$ cat config.mk
export PLATFORM = sky130hd
export DESIGN_NAME = i2s_slave
export DESIGN_NICKNAME = d
export VERILOG_FILES = /design/src/rtl/i2s_slave_pkg.sv /design/src/rtl/i2s_slave_sync_edge.sv /design/src/rtl/i2s_slave.sv
export SDC_FILE = /design/constraint.sdc
export NUM_CORES = 1
export LEC_CHECK = 0
export BUFFER_PORTS_ARGS = -buffer_cell sky130_fd_sc_hd__buf_2
export CAP_MARGIN = 20
export CELL_PAD_IN_SITES_DETAIL_PLACEMENT = 1
export CELL_PAD_IN_SITES_GLOBAL_PLACEMENT = 1
export CORE_AREA = 2 2 157 159
export CTS_CLUSTER_DIAMETER = 60
export CTS_CLUSTER_SIZE = 40
export DETAILED_ROUTE_END_ITERATION = 8
export DIE_AREA = 0 0 159 161
export GPL_TIMING_DRIVEN = 1
export PLACE_DENSITY = 0.68
export REMOVE_ABC_BUFFERS = 1
export SETUP_SLACK_MARGIN = 0.1
export SLEW_MARGIN = 5
export SYNTH_ARGS = -nofsm -noshare
export SYNTH_HDL_FRONTEND = slang
export SYNTH_SLANG_ARGS = --single-unit
export TNS_END_PERCENT = 5
$ cat constraint.sdc
create_clock -name clk_in -period 8.4 [get_ports clk_in]
set_clock_uncertainty 0.15 [all_clocks]
set_input_delay 1.68 -clock clk_in [delete_from_list [all_inputs] [get_ports clk_in]]
set_output_delay 1.68 -clock clk_in [all_outputs]
set_load 0.01 [all_outputs]
$ cat src/rtl/i2s_slave_pkg.sv
// Shared definitions for the I2S slave: LRCK channel encodings and FSM states.
package i2s_slave_pkg;

  // LRCK level that selects each channel in standard I2S framing.
  localparam logic LRCK_LEFT  = 1'b0;
  localparam logic LRCK_RIGHT = 1'b1;

  // HUNT waits for the first LRCK boundary; RUN is framed and transmitting.
  typedef enum logic {
    ST_HUNT = 1'b0,
    ST_RUN  = 1'b1
  } state_e;

endpackage

$ cat src/rtl/i2s_slave_sync_edge.sv
// Synchroniser for the asynchronous I2S pins. The bit clock and the data
// inputs travel through one shared chain, so every input sees the same
// delay. Rising and falling edges are detected on the synchronised bit
// clock.
module i2s_slave_sync_edge #(
  parameter int STAGES = 2,
  parameter int DW     = 2
) (
  input  logic          clk_in,
  input  logic          arst_in,
  input  logic          edge_in,
  input  logic [DW-1:0] data_in,
  output logic          rise_out,
  output logic          fall_out,
  output logic [DW-1:0] data_s_out
);

  // Bit DW of each stage carries the edge input; bits DW-1:0 carry the data inputs.
  logic [STAGES-1:0][DW:0] sync_q, sync_d;
  logic                    prev_q, prev_d;

  // Shift a new pin sample into stage 0. Keep the last synchronised clock level for edge detection.
  // NOTE: give every always_comb output a full assignment on every path; a missing branch infers a latch.
  always_comb begin
    sync_d = {sync_q[STAGES-2:0], {edge_in, data_in}};
    prev_d = sync_q[STAGES-1][DW];
  end

  // Synchroniser flops and the delayed copy of the synchronised clock.
  // NOTE: sequential state uses non-blocking assignments so that every flop samples pre-edge values.
  always_ff @(posedge clk_in or posedge arst_in) begin
    if (arst_in) begin
      sync_q <= '0;
      prev_q <= 1'b0;
    end else begin
      sync_q <= sync_d;
      prev_q <= prev_d;
    end
  end

  assign rise_out   =  sync_q[STAGES-1][DW] & ~prev_q;
  assign fall_out   = ~sync_q[STAGES-1][DW] &  prev_q;
  assign data_s_out =  sync_q[STAGES-1][DW-1:0];

endmodule

$ cat src/rtl/i2s_slave.sv
// I2S slave endpoint. LRCK and SCLK come from an external master and are
// oversampled in the clk_in domain. The block deserialises sdata_in into
// MSB-aligned left/right words and serialises the parallel words onto
// sdata_out.
module i2s_slave
  import i2s_slave_pkg::*;
#(
  parameter int PDATA_WIDTH = 32,
  parameter int SYNC_STAGES = 2
) (
  input  logic                   clk_in,
  input  logic                   arst_in,
  input  logic                   lrck_in,
  input  logic                   sclk_in,
  input  logic                   sdata_in,
  output logic                   sdata_out,
  output logic [PDATA_WIDTH-1:0] pldata_out,
  output logic [PDATA_WIDTH-1:0] prdata_out,
  output logic                   prx_valid_out,
  input  logic [PDATA_WIDTH-1:0] pldata_in,
  input  logic [PDATA_WIDTH-1:0] prdata_in,
  output logic                   ptx_load_out
);

  localparam int W  = PDATA_WIDTH;
  localparam int CW = $clog2(W + 1);
  localparam int IW = $clog2(W);
  localparam logic [CW-1:0] CNT_MAX = CW'(W);

  logic       sclk_rise, sclk_fall;
  logic [1:0] sync_data;
  logic       lrck_s, sdata_s;

  i2s_slave_sync_edge #(
    .STAGES (SYNC_STAGES),
    .DW     (2)
  ) u_sync (
    .clk_in     (clk_in),
    .arst_in    (arst_in),
    .edge_in    (sclk_in),
    .data_in    ({lrck_in, sdata_in}),
    .rise_out   (sclk_rise),
    .fall_out   (sclk_fall),
    .data_s_out (sync_data)
  );

  assign lrck_s  = sync_data[1];
  assign sdata_s = sync_data[0];

  state_e          state_q, state_d;
  logic            lrck_r_q, lrck_r_d;
  logic            have_l_q, have_l_d;       // a left word started at a boundary
  logic            have_r_q, have_r_d;       // a right word followed that left word
  logic [CW-1:0]   bit_cnt_q, bit_cnt_d;
  logic [W-1:0]    rx_word_q, rx_word_d;
  logic [W-1:0]    rx_stage_q, rx_stage_d;   // completed left word awaiting its right partner
  logic [W-1:0]    pldata_q, pldata_d;
  logic [W-1:0]    prdata_q, prdata_d;
  logic            prx_valid_q, prx_valid_d;
  logic [W-1:0]    tx_shift_q, tx_shift_d;
  logic [W-1:0]    tx_r_hold_q, tx_r_hold_d;
  logic            ptx_load_q, ptx_load_d;
  logic            sdata_q, sdata_d;

  logic            boundary;
  logic [W-1:0]    rx_word_w;
  logic [CW-1:0]   bit_cnt_w;
  logic [IW-1:0]   wr_idx;

  // A boundary is an SCLK rise that finds LRCK changed since the previous rise.
  assign boundary = sclk_rise && (lrck_s != lrck_r_q);
  assign wr_idx   = IW'(W - 1) - bit_cnt_q[IW-1:0];

  // Framing FSM, RX word assembly and TX shifting. All of it is qualified by synchronised SCLK edges.
  always_comb begin
    state_d     = state_q;
    lrck_r_d    = lrck_r_q;
    have_l_d    = have_l_q;
    have_r_d    = have_r_q;
    bit_cnt_d   = bit_cnt_q;
    rx_word_d   = rx_word_q;
    rx_stage_d  = rx_stage_q;
    pldata_d    = pldata_q;
    prdata_d    = prdata_q;
    prx_valid_d = 1'b0;
    tx_shift_d  = tx_shift_q;
    tx_r_hold_d = tx_r_hold_q;
    ptx_load_d  = 1'b0;
    sdata_d     = sdata_q;
    rx_word_w   = rx_word_q;
    bit_cnt_w   = bit_cnt_q;

    if (sclk_rise) begin
      lrck_r_d = lrck_s;
      // Bit k lands at position W-1-k. Bits beyond the word width are dropped.
      if (bit_cnt_q != CNT_MAX) begin
        rx_word_w[wr_idx] = sdata_s;
        bit_cnt_w         = bit_cnt_q + 1'b1;
      end
      rx_word_d = rx_word_w;
      bit_cnt_d = bit_cnt_w;

      if (boundary) begin
        // The boundary bit was the old channel's LSB. That word is complete; start a fresh one.
        state_d   = ST_RUN;
        rx_word_d = '0;
        bit_cnt_d = '0;
        if (lrck_s == LRCK_RIGHT) begin
          if (have_l_q) begin
            rx_stage_d = rx_word_w;
            have_r_d   = 1'b1;
          end
          tx_shift_d = tx_r_hold_q;
        end else if (lrck_s == LRCK_LEFT) begin
          if (have_r_q) begin
            pldata_d    = rx_stage_q;
            prdata_d    = rx_word_w;
            prx_valid_d = 1'b1;
          end
          have_l_d    = 1'b1;
          have_r_d    = 1'b0;
          tx_shift_d  = pldata_in;
          tx_r_hold_d = prdata_in;
          ptx_load_d  = 1'b1;
        end
      end
    end else if (sclk_fall && (state_q == ST_RUN)) begin
      sdata_d    = tx_shift_q[W-1];
      tx_shift_d = {tx_shift_q[W-2:0], 1'b0};
    end
  end

  // State registers. Reset aborts any frame in progress and clears all outputs.
  always_ff @(posedge clk_in or posedge arst_in) begin
    if (arst_in) begin
      state_q     <= ST_HUNT;
      lrck_r_q    <= 1'b0;
      have_l_q    <= 1'b0;
      have_r_q    <= 1'b0;
      bit_cnt_q   <= '0;
      rx_word_q   <= '0;
      rx_stage_q  <= '0;
      pldata_q    <= '0;
      prdata_q    <= '0;
      prx_valid_q <= 1'b0;
      tx_shift_q  <= '0;
      tx_r_hold_q <= '0;
      ptx_load_q  <= 1'b0;
      sdata_q     <= 1'b0;
    end else begin
      state_q     <= state_d;
      lrck_r_q    <= lrck_r_d;
      have_l_q    <= have_l_d;
      have_r_q    <= have_r_d;
      bit_cnt_q   <= bit_cnt_d;
      rx_word_q   <= rx_word_d;
      rx_stage_q  <= rx_stage_d;
      pldata_q    <= pldata_d;
      prdata_q    <= prdata_d;
      prx_valid_q <= prx_valid_d;
      tx_shift_q  <= tx_shift_d;
      tx_r_hold_q <= tx_r_hold_d;
      ptx_load_q  <= ptx_load_d;
      sdata_q     <= sdata_d;
    end
  end

  assign sdata_out     = sdata_q;
  assign pldata_out    = pldata_q;
  assign prdata_out    = prdata_q;
  assign prx_valid_out = prx_valid_q;
  assign ptx_load_out  = ptx_load_q;

endmodule

==> results.tsv, run 1 <==
stage	metric	value	unit
sta	slew_violations	0	
logic_synthesis	synth_edf_count	0	
logic_synthesis	yosys.area.top_type	dfrtp_1	
logic_synthesis	synth_top_cell_area_share	0.563	
clock_tree	cts_sinks	212	
sta	fmax	278	MHz
pwr	power_density	257	mW/mm^2
setup_path	startpoint_type	register	
setup_path	cp.required	8.61	ns
clock_tree	numCtsBuffers	19	
logic_synthesis	syn_inst	776	
cells_and_area	multi_input_area	0.00375	sq mm
pwr	switching_share	0.291	
clock_tree	insertion_delay	0.49	ns
floorplanning	core	0.0240	sq mm
setup_path	r2r-start	u_sync.data_s_out[1]$_DFF_PP0_	
logic_synthesis	yosys-top-cells-count	dfrtp_1, mux2_2, o21ai_0, mux2i_1, a21oi_1	
setup_path	cp_max_fo	67	
setup_path	worstPathBufferInverterCount	1	
clock_tree	cts.reportedPaths.clkPinSlew	0.06	ns
floorplanning	die_h	161	um
logic_synthesis	synth_most_common_cell	dfrtp_1	
placed_design	place.port_buffers	135	
setup_path	critPathTopFamily	simple AND/OR/NAND/NOR gates	
logic_synthesis	ys_ff_latch	212	
sta	setup_violations	0	
sta	period_minus_slack	3.60	ns
placed_design	dp_hpwl	13700	um
setup_path	crit_slowest_cell	and4bb_4	
clock_tree	cts_root_buffer	clkbuf_16	
clock_tree	post_cts_buffers	0	
pwr	intPower	2000	uW
pwr	peakVddDrop	0.185	mV
global_routing	grt.total_usage	0.176	
hold_path	min_to	u_sync.data_s_out[0]$_DFF_PP0_	
cells_and_area	layout.area.seq	0.00531	sq mm
global_routing	grt_pass1_vias	7020	
setup_path	startpoint	u_sync.data_s_out[1]$_DFF_PP0_	
setup_path	cp.arrival	3.81	ns
global_routing	grt_max_degree	114	
floorplanning	start_util	0.393	
setup_path	cp_cell_sequence	and4bb_4 > and2_2 > buf_4 > mux2_2	
pwr	switchingPower	819	uW
pwr	p_seq_frac	0.482	
routing	route.detailed.drc	0	
logic_synthesis	syn-cell-area	0.00943	sq mm
global_routing	grt_pass1_wl	37300	um
cells_and_area	drive_above_1_share	0.330	
sta	setup_tns	0	ns
cells_and_area	nets	953	
pwr	clkPwrFrac	0.315	
hold_path	min_from	u_sync.sync_d[3]$_DFF_PP0_	
sta	hold_viol	0	
cells_and_area	syn_to_final_growth	16.3	%
routing	wire_per_inst	18.2	um
setup_path	path_class	register to register	
pwr	comb_power_share	0.204	
outcome	status	completed	
placed_design	routabilityCongestion	0.696	
logic_synthesis	ys.warnings.count	0	
clock_tree	cts-hold-fix-buffers	0	
setup_path	r2r-end	pldata_out[28]$_DFFE_PP0P_	
logic_synthesis	synth.distinct_cells	50	
routing	drt_iter0_markers	320	
logic_synthesis	avgSynthCellArea	12.1	sq um
sta	grt_setup_unrepaired	false	
global_routing	grt_overflow	0	
global_routing	antenna_found_initial	2	
floorplanning	die_w	159	um
setup_path	r2r_slack	4.80	ns
floorplanning	dieArea	0.0256	sq mm
logic_synthesis	synth_fa_ha_area_frac	0.00531	
clock_tree	cts_tree	yes	
routing	vias_per_cell	5.30	
logic_synthesis	yosysSeqAreaShare	0.563	
sta	worst_slack	4.80	ns
logic_synthesis	synth_top_family_by_area	multiplexers	
routing	dr.pass1.iters	5	
sta	post-route-period-util	0.428	
logic_synthesis	synth_mux_area_frac	0.214	
hold_path	hold-path-cell-count	0	
placed_design	dp_slack	4.72	ns
logic_synthesis	synth_top_cells_by_area	dfrtp_1, mux2_2, mux2i_1	
floorplanning	row_count	57	
setup_path	slowest_delay	1.20	ns
clock_tree	cts.repair.resized	0	
sta	worst_pin_slew	1.03	ns
setup_path	cp-end-kind	register	
routing	wl	22100	um
logic_synthesis	async_flop_share	1.00	
clock_tree	clockBufferDepth	3	
logic_synthesis	synth-xor-area-share	0.00186	
logic_synthesis	synthSimpleGateAreaFrac	0.0688	
sta	slew_headroom	0.313	
job	drv_cap	0	
cells_and_area	fill_cells	2590	
routing	via_count	6447	
logic_synthesis	ys.flop_type	dfrtp_1	
hold_path	hp-class	register to register	
clock_tree	h-tree-depth	1	
floorplanning	io_pins	136	
setup_path	reg2reg_depth	4	
routing	ant_nets	0	
logic_synthesis	synth_compound_area_frac	0.106	
pwr	power_leakage	0.00510	uW
## cell usage in the layout (no fill, tap or decap), types with 2 or more instances in the layout
master	n
a31oi_1	5
or2_2	2
o21ai_0	88
inv_6	2
nor4bb_1	12
clkinv_2	3
nand4_1	5
a21oi_1	62
and3b_1	3
mux2i_1	86
buf_2	135
nand2_1	39
clkinvlp_4	3
nor2b_1	3
inv_1	17
bufinv_16	2
mux2_2	102
o211ai_1	4
dfrtp_1	211
nand3_1	9
a2bb2oi_1	4
or4b_1	2
o21ai_1	3
a211oi_1	4
buf_4	13
clkbuf_16	19
nand2b_1	3
inv_8	2
ha_1	4
nand4b_1	15
nor2_1	2
## worst max path at each step
| stage | end | slack (ns) | depth (start not counted) |
|---|---|---|---|
| after floorplan | bit_cnt_q[0]$_DFFE_PP0P_ | 0.78 | 1 |
| after global placement | pldata_out[21]$_DFFE_PP0P_ | 4.75 | 4 |
| after detailed placement | pldata_out[9]$_DFFE_PP0P_ | 4.72 | 4 |
| after CTS | pldata_out[28]$_DFFE_PP0P_ | 4.74 | 4 |
| after global routing | pldata_out[25]$_DFFE_PP0P_ | 4.58 | 4 |
| final | pldata_out[28]$_DFFE_PP0P_ | 4.80 | 4 |
## registers in the layout, summed over array words and instances, names as in the netlist, 2 cells and up
| signal | cells |
|---|---|
| u_sync.data_s_out | 2 |
| rx_word_q | 32 |
| tx_r_hold_q | 32 |
| bit_cnt_q | 6 |
| pldata_out | 32 |
| u_sync.sync_d | 3 |
| rx_stage_q | 32 |
| prdata_out | 32 |
| tx_shift_q | 32 |
## layer usage
metal | share of wire | track usage | wire [um] | up-vias
met3 | 0.041 | 0.0295 | 918 | 33
li1 | - | - | - | 3002
met5 | 0.00050 | 0 | 11 | -
met2 | 0.47 | 0.297 | 10500 | 135
met1 | 0.46 | 0.239 | 10300 | 3275
met4 | 0.020 | 0.0401 | 447 | 2
## stage by stage
stage / instance area (sq um) / std cells / power [uW] / util / hold slack, ns
after CTS: 10900 / 1214 / 2870 / 0.456 / 0.200
after detailed placement: 10300 / 1182 / 1960 / 0.430 / 0.186
after global routing: 11000 / 1215 / 2990 / 0.457 / 0.206
final: 11000 / 1216 / 2820 / 0.458 / 0.199
after floorplan: 9100 / 710 / 1730 / - / 0.181
after global placement: 10300 / 1182 / 1930 / 0.430 / 0.184
## worst reg2reg max path, stage by stage, from the launching register on
cell and delay [ns]:
dfrtp_2 0.75, and4bb_4 1.21, and2_2 0.28, buf_4 0.59, mux2_2 0.51
## area by class of cell
type	instances	area share
Clock inverter	12	0.0130
Clock buffer	20	0.0437
Antenna cell	1	0.000228
Sequential cell	212	0.484
Tap cell	324	0.0370
Inverter	18	0.00685
Timing Repair Buffer	149	0.0730
Multi-Input combinational cell	480	0.342
## power by group through the flow
stage	Sequential (uW)	Clock, uW	Combinational, uW
6_report	1360	887	573
3_5_place_dp	1380	0	581
2_1_floorplan	1380	0	347
5_1_grt	1390	954	642
3_3_place_gp	1370	0	561
4_1_cts	1360	923	585
## logic make-up after synthesis
group                      after synthesis
xor gates and xnor gates                 2
muxes                                  189
buffers and inverters                   84
adders and majority gates                4
and+or+nand+nor                        103
AOI/OAI and AO/OA                      182
DFF                                    212
Note: power is estimated with default switching activity, not from simulation.
==> run 2: changes to the inputs <==
--- a/config.mk
+++ b/config.mk
@@ -15,7 +15,7 @@
 export DETAILED_ROUTE_END_ITERATION = 8
 export DIE_AREA = 0 0 159 161
 export GPL_TIMING_DRIVEN = 1
-export PLACE_DENSITY = 0.68
+export PLACE_DENSITY = 0.71
 export REMOVE_ABC_BUFFERS = 1
 export SETUP_SLACK_MARGIN = 0.1
 export SLEW_MARGIN = 5
==> constraint.sdc (replaced) <==
create_clock -name clk_in -period 3.1 [get_ports clk_in]
set_clock_uncertainty 0.15 [all_clocks]
set_input_delay 0.62 -clock clk_in [delete_from_list [all_inputs] [get_ports clk_in]]
set_output_delay 0.62 -clock clk_in [all_outputs]
set_load 0.01 [all_outputs]
==> run 2 against run 1 <==
  * First-iteration DRC count shrank 14%
  * Maximum frequency is 49% higher
  * Highest routed layer is now met4
  * Combinational power grew to 2.8 times the previous value
  * Sequential share of layout area fell by 0.85 points
  * Via count is 1.2% higher
  * Global-route usage increased by 0.76 points
  * Design area is 1.8% higher
  * Clock power increased to 3.0 times the previous value
  * Wire length rose by 6.2%
  * Count of clock-buffer cells in the layout up 2
  * Hold slack lost 0.15 ns
  * Critical endpoint is now pldata_out[6]$_DFFE_PP0P_
  * Critical path depth unchanged
==> results.tsv, run 2 (synthesized netlist as in run 1, its figures left out) <==
stage	metric	value	unit
setup_path	cp-end-kind	register	
sta	slew_violations	0	
global_routing	antenna_found_initial	2	
sta	slew_headroom	0.432	
clock_tree	h-tree-depth	1	
floorplanning	start_util	0.393	
setup_path	cp.required	3.33	ns
routing	vias_per_cell	5.31	
cells_and_area	nets	961	
global_routing	grt_pass1_wl	38700	um
clock_tree	cts_sinks	212	
sta	post-route-period-util	0.778	
setup_path	slowest_delay	0.69	ns
pwr	power_leakage	0.00519	uW
setup_path	r2r-start	lrck_r_q$_DFFE_PP0P_	
clock_tree	insertion_delay	0.52	ns
routing	met2_length	11600	um
setup_path	reg2reg_depth	4	
routing	drt_iter0_markers	275	
placed_design	dp_hpwl	15000	um
routing	dr.pass1.iters	4	
floorplanning	core	0.0240	sq mm
outcome	status	completed	
sta	period_minus_slack	2.41	ns
floorplanning	die_w	159	um
floorplanning	row_count	57	
global_routing	grt_pass1_vias	7227	
routing	m1WireLength	10300	um
cells_and_area	drive_above_1_share	0.337	
placed_design	place.port_buffers	135	
routing	wl_met3	1260	um
setup_path	crit_slowest_cell	dfrtp_1	
setup_path	cp.arrival	2.64	ns
routing	wire_per_inst	19.1	um
sta	setup_violations	0	
setup_path	path_class	register to register	
sta	fmax	414	MHz
global_routing	grt.total_usage	0.183	
routing	top_layer	met4	
routing	wl	23500	um
sta	worst_slack	0.687	ns
cells_and_area	final_common_cell	dfrtp_1	
setup_path	cp_cell_sequence	and4bb_4 > and2_2 > buf_12 > mux2_2	
setup_path	startpoint_type	register	
placed_design	dp_slack	0.692	ns
pwr	power_density	708	mW/mm^2
sta	grt_setup_unrepaired	false	
setup_path	startpoint	lrck_r_q$_DFFE_PP0P_	
routing	route.detailed.drc	0	
clock_tree	cts_root_buffer	clkbuf_16	
floorplanning	dieArea	0.0256	sq mm
pwr	peakVddDrop	0.363	mV
placed_design	routabilityCongestion	0.757	
clock_tree	clockBufferDepth	3	
sta	setup_tns	0	ns
clock_tree	cts_tree	yes	
routing	via_count	6526	
setup_path	r2r_slack	0.69	ns
floorplanning	io_pins	136	
job	drv_cap	0	
hold_path	hp-class	input port to register	
sta	worst_pin_slew	0.852	ns
clock_tree	cts.reportedPaths.clkPinSlew	0.08	ns
setup_path	crit_end	pldata_out[6]$_DFFE_PP0P_	
floorplanning	die_h	161	um
setup_path	r2r-end	pldata_out[6]$_DFFE_PP0P_	
setup_path	cp_max_fo	46	
routing	ant_nets	0	
clock_tree	numCtsBuffers	20	
cells_and_area	final_cell_mix	dfrtp_1, buf_2, mux2_2	
global_routing	grt_max_degree	59	
cells_and_area	syn_to_final_growth	18.4	%
clock_tree	cts.repair.resized	0	
clock_tree	post_cts_buffers	0	
sta	hold_viol	0	
global_routing	grt_overflow	0	
[run 2: cell types whose count changed in the layout (fill, tap and decap cells not counted), moves of 2 or more]
cell        change
buf_12          +6
clkinvlp_4      -3
inv_6           +3
clkbuf_16       +2
diode_2         +2
inv_12          +2
[run 2: routing by layer]
layer	track usage	vias up
met5	0	-
met4	0.0331	0
met3	0.0421	26
met2	0.323	138
met1	0.234	3346
li1	-	3016
[run 2: worst min path at each step]
stage	start	endpoint	slack [ns]	cells past startpoint
finish	lrck_in	u_sync.sync_d[4]$_DFF_PP0_	0.05	1
global placement	u_sync.sync_d[3]$_DFF_PP0_	u_sync.data_s_out[0]$_DFF_PP0_	0.19	0
global route	lrck_in	u_sync.sync_d[4]$_DFF_PP0_	0.03	1
floorplan	u_sync.sync_d[3]$_DFF_PP0_	u_sync.data_s_out[0]$_DFF_PP0_	0.18	0
detailed placement	u_sync.sync_d[3]$_DFF_PP0_	u_sync.data_s_out[0]$_DFF_PP0_	0.19	0
CTS	lrck_in	u_sync.sync_d[4]$_DFF_PP0_	0.04	1
[run 2: worst max-delay path, delay by kind of cell, from the launching register on]
family                 cells  cell delay (ns)
buffers and inverters      1             0.25
flip-flops                 1             0.69
multiplexers               1             0.36
AND/OR/NAND/NOR            2             0.82
[run 2: per-stage QoR]
step / utilization / hold WS (ns) / total power, uW / area (sq um) / cells
after global routing: 0.465 / 0.0345 / 8350 / 11200 / 1226
after CTS: 0.465 / 0.0359 / 8050 / 11200 / 1226
after floorplan: - / 0.181 / 4690 / 9100 / 710
after global placement: 0.436 / 0.190 / 5260 / 10400 / 1189
after detailed placement: 0.436 / 0.192 / 5350 / 10400 / 1189
final: 0.466 / 0.0511 / 7900 / 11200 / 1229
[run 2: repair_timing]
item	CTS	global route
endpoints found under the hold margin	21	0
endpoints found under the setup margin	0	0
hold buffers	1	0
[run 2: cell type report]
| cell class | instances | area (sq um) |
|---|---|---|
| fillers | 2613 | 12800 |
| repair buffers | 156 | 911 |
| inverters | 18 | 75.1 |
| diodes | 3 | 7.51 |
| clock inverters | 14 | 173 |
| multi-input cells | 480 | 3750 |
| clock buffers | 22 | 529 |
| well taps | 324 | 405 |
| flip-flops and latches | 212 | 5310 |
[run 2: power by group]
part / switching [uW] / internal (uW) / total [uW]
clock: 1230 / 1400 / 2630
combinational: 818 / 763 / 1580
sequential: 343 / 3350 / 3690
==> run 3: changes to the inputs <==
==> constraint.sdc (replaced) <==
create_clock -name clk_in -period 2.2 [get_ports clk_in]
set_clock_uncertainty 0.15 [all_clocks]
set_input_delay 0.44 -clock clk_in [delete_from_list [all_inputs] [get_ports clk_in]]
set_output_delay 0.44 -clock clk_in [all_outputs]
set_load 0.01 [all_outputs]
==> run 3 against run 2 <==
  * Setup slack got worse by 0.52 ns
  * Critical path type unchanged
  * Largest cell class unchanged
  * Wire length rose by 0.86%
  * Die area did not move
  * Via count rose by 3.5%
  * Critical endpoint is now rx_word_q[30]$_DFFE_PP0P_
==> results.tsv, run 3 (synthesized netlist as in run 1, its figures left out) <==
stage	metric	value	unit
outcome	status	completed	
floorplanning	dieArea	0.0256	sq mm
global_routing	grt_max_degree	48	
clock_tree	cts_tree	yes	
cells_and_area	multi_input_area	0.00377	sq mm
floorplanning	die_h	161	um
cells_and_area	finish.utilization	0.489	
pwr	intPower	7860	uW
cells_and_area	syn_to_final_growth	24.3	%
clock_tree	cts_sinks	212	
routing	ant_nets	0	
clock_tree	insertion_delay	0.52	ns
floorplanning	row_count	57	
setup_path	path_class	register to register	
clock_tree	clockBufferDepth	3	
setup_path	cp_max_fo	10	
pwr	switchingPower	3400	uW
pwr	power_density	961	mW/mm^2
routing	drt_iter0_markers	252	
pwr	power_leakage	0.00545	uW
global_routing	antenna_found_initial	0	
routing	route.detailed.drc	0	
sta	post-route-period-util	0.922	
clock_tree	cts.reportedPaths.clkPinSlew	0.08	ns
setup_path	cp-end-kind	register	
setup_path	slowest_delay	0.47	ns
global_routing	grt_pass1_vias	7437	
cells_and_area	final_cell_mix	dfrtp_1, buf_2, mux2_2	
routing	wl_met3	1150	um
pwr	switching_share	0.302	
routing	vias_per_cell	5.28	
routing	wl	23700	um
pwr	clkPwrFrac	0.332	
sta	grt_setup_unrepaired	true	
clock_tree	h-tree-depth	1	
clock_tree	numCtsBuffers	20	
sta	worst_pin_slew	0.598	ns
placed_design	dp_slack	0.100	ns
sta	hold_viol	0	
cells_and_area	final_cells	1279	
setup_path	cp.required	2.50	ns
cells_and_area	drive_above_1_share	0.343	
routing	met2_length	11700	um
routing	via_count	6756	
floorplanning	io_pins	136	
cells_and_area	nets	1014	
setup_path	cp_cell_sequence	inv_1 > ha_1 > buf_4 > a211o_4 > or4b_1 > nand3_1	
clock_tree	cts_root_buffer	clkbuf_16	
sta	holdWs	0.0202	ns
floorplanning	die_w	159	um
sta	setup_violations	0	
placed_design	dp_hpwl	15300	um
routing	m1WireLength	10400	um
floorplanning	start_util	0.393	
placed_design	dp_cells	1205	
cells_and_area	final_common_cell	dfrtp_1	
floorplanning	core	0.0240	sq mm
sta	fmax	493	MHz
setup_path	crit_slowest_cell	or4b_1	
hold_path	hp-class	input port to register	
placed_design	place.port_buffers	135	
sta	worst_slack	0.172	ns
job	drv_cap	0	
sta	slew_headroom	0.601	
routing	wire_per_inst	18.5	um
cells_and_area	fill_cells	2562	
sta	slew_violations	0	
pwr	comb_power_share	0.210	
routing	dr.pass1.iters	6	
setup_path	cp.arrival	2.33	ns
placed_design	routabilityCongestion	0.764	
cells_and_area	layout.area.seq	0.00531	sq mm
cells_and_area	antenna_cells	0	
setup_path	startpoint_type	register	
pwr	p_seq_frac	0.458	
cells_and_area	design_area	0.0117	sq mm
global_routing	grt_pass1_wl	39400	um
pwr	peakVddDrop	0.503	mV
global_routing	grt_overflow	0	
placed_design	place_area	0.0106	sq mm
global_routing	grt.total_usage	0.187	
routing	top_layer	met4	
sta	period_minus_slack	2.03	ns
[run 3: cell types whose count changed in the layout (fill, tap and decap cells not counted), moves of 2 or more]
cell	delta
dlygate4sd3_1	+33
buf_4	+17
clkinv_8	+5
inv_6	-4
buf_12	+3
diode_2	-3
inv_8	+3
clkinv_2	-2
[run 3: final timing paths]
path | start | end | slack (ns) | cells past startpoint
setup / recovery | bit_cnt_q[1]$_DFFE_PP0P_ | rx_word_q[30]$_DFFE_PP0P_ | 0.17 | 6
hold / removal | prdata_in[25] | tx_r_hold_q[25]$_DFFE_PP0P_ | 0.02 | 2
setup reg to reg | bit_cnt_q[1]$_DFFE_PP0P_ | rx_word_q[30]$_DFFE_PP0P_ | 0.17 | 6
hold reg to reg | u_sync.sync_d[3]$_DFF_PP0_ | u_sync.data_s_out[0]$_DFF_PP0_ | 0.20 | 0
max in group asynchronous | arst_in | prdata_out[7]$_DFFE_PP0P_ | 0.98 | 4
min in group asynchronous | arst_in | tx_shift_q[29]$_DFFE_PP0P_ | 0.30 | 3
[run 3: layout make-up]
| type | instances | share of cell area |
|---|---|---|
| clock inverters | 15 | 0.0183 |
| well taps | 324 | 0.0346 |
| repair buffers | 209 | 0.122 |
| inverters | 18 | 0.00641 |
| clock buffers | 21 | 0.0439 |
| multi-input cells | 480 | 0.322 |
| flip-flops and latches | 212 | 0.453 |
[run 3: metrics by stage]
stage / total power (uW) / TNS, ns
detailed placement: 7570 / 0
floorplan: 6610 / -1208.05
global route: 11900 / 0
CTS: 11400 / 0
finish: 11300 / 0
global placement: 7450 / 0
[run 3: per-layer routing]
layer,global-route usage,vias up
met2,0.330,145
met3,0.0352,19
li1,-,3112
met5,0,-
met1,0.242,3480
met4,0.0380,0
[run 3: critical path: cells and delay by family, from the launching register on]
kind	cells	cell delay, ns
DFF	1	0.39
buffers and inverters	2	0.27
and+or+nand+nor	2	0.59
AOI/OAI and AO/OA	1	0.37
adders and majority gates	1	0.19
[run 3: power groups by stage]
stage | combinational [uW] | sequential [uW] | clock (uW)
2_1_floorplan | 1330 | 5280 | 0
3_5_place_dp | 2330 | 5240 | 0
3_3_place_gp | 2250 | 5200 | 0
6_report | 2370 | 5150 | 3740
4_1_cts | 2400 | 5170 | 3870
5_1_grt | 2640 | 5270 | 4000
[run 3: what timing repair did]
action,CTS,global route
endpoints found under the setup margin,1,12
setup buffers,2,2
pin swaps,0,0
hold endpoints to repair,71,0
resized for setup,0,3
hold buffers,34,0
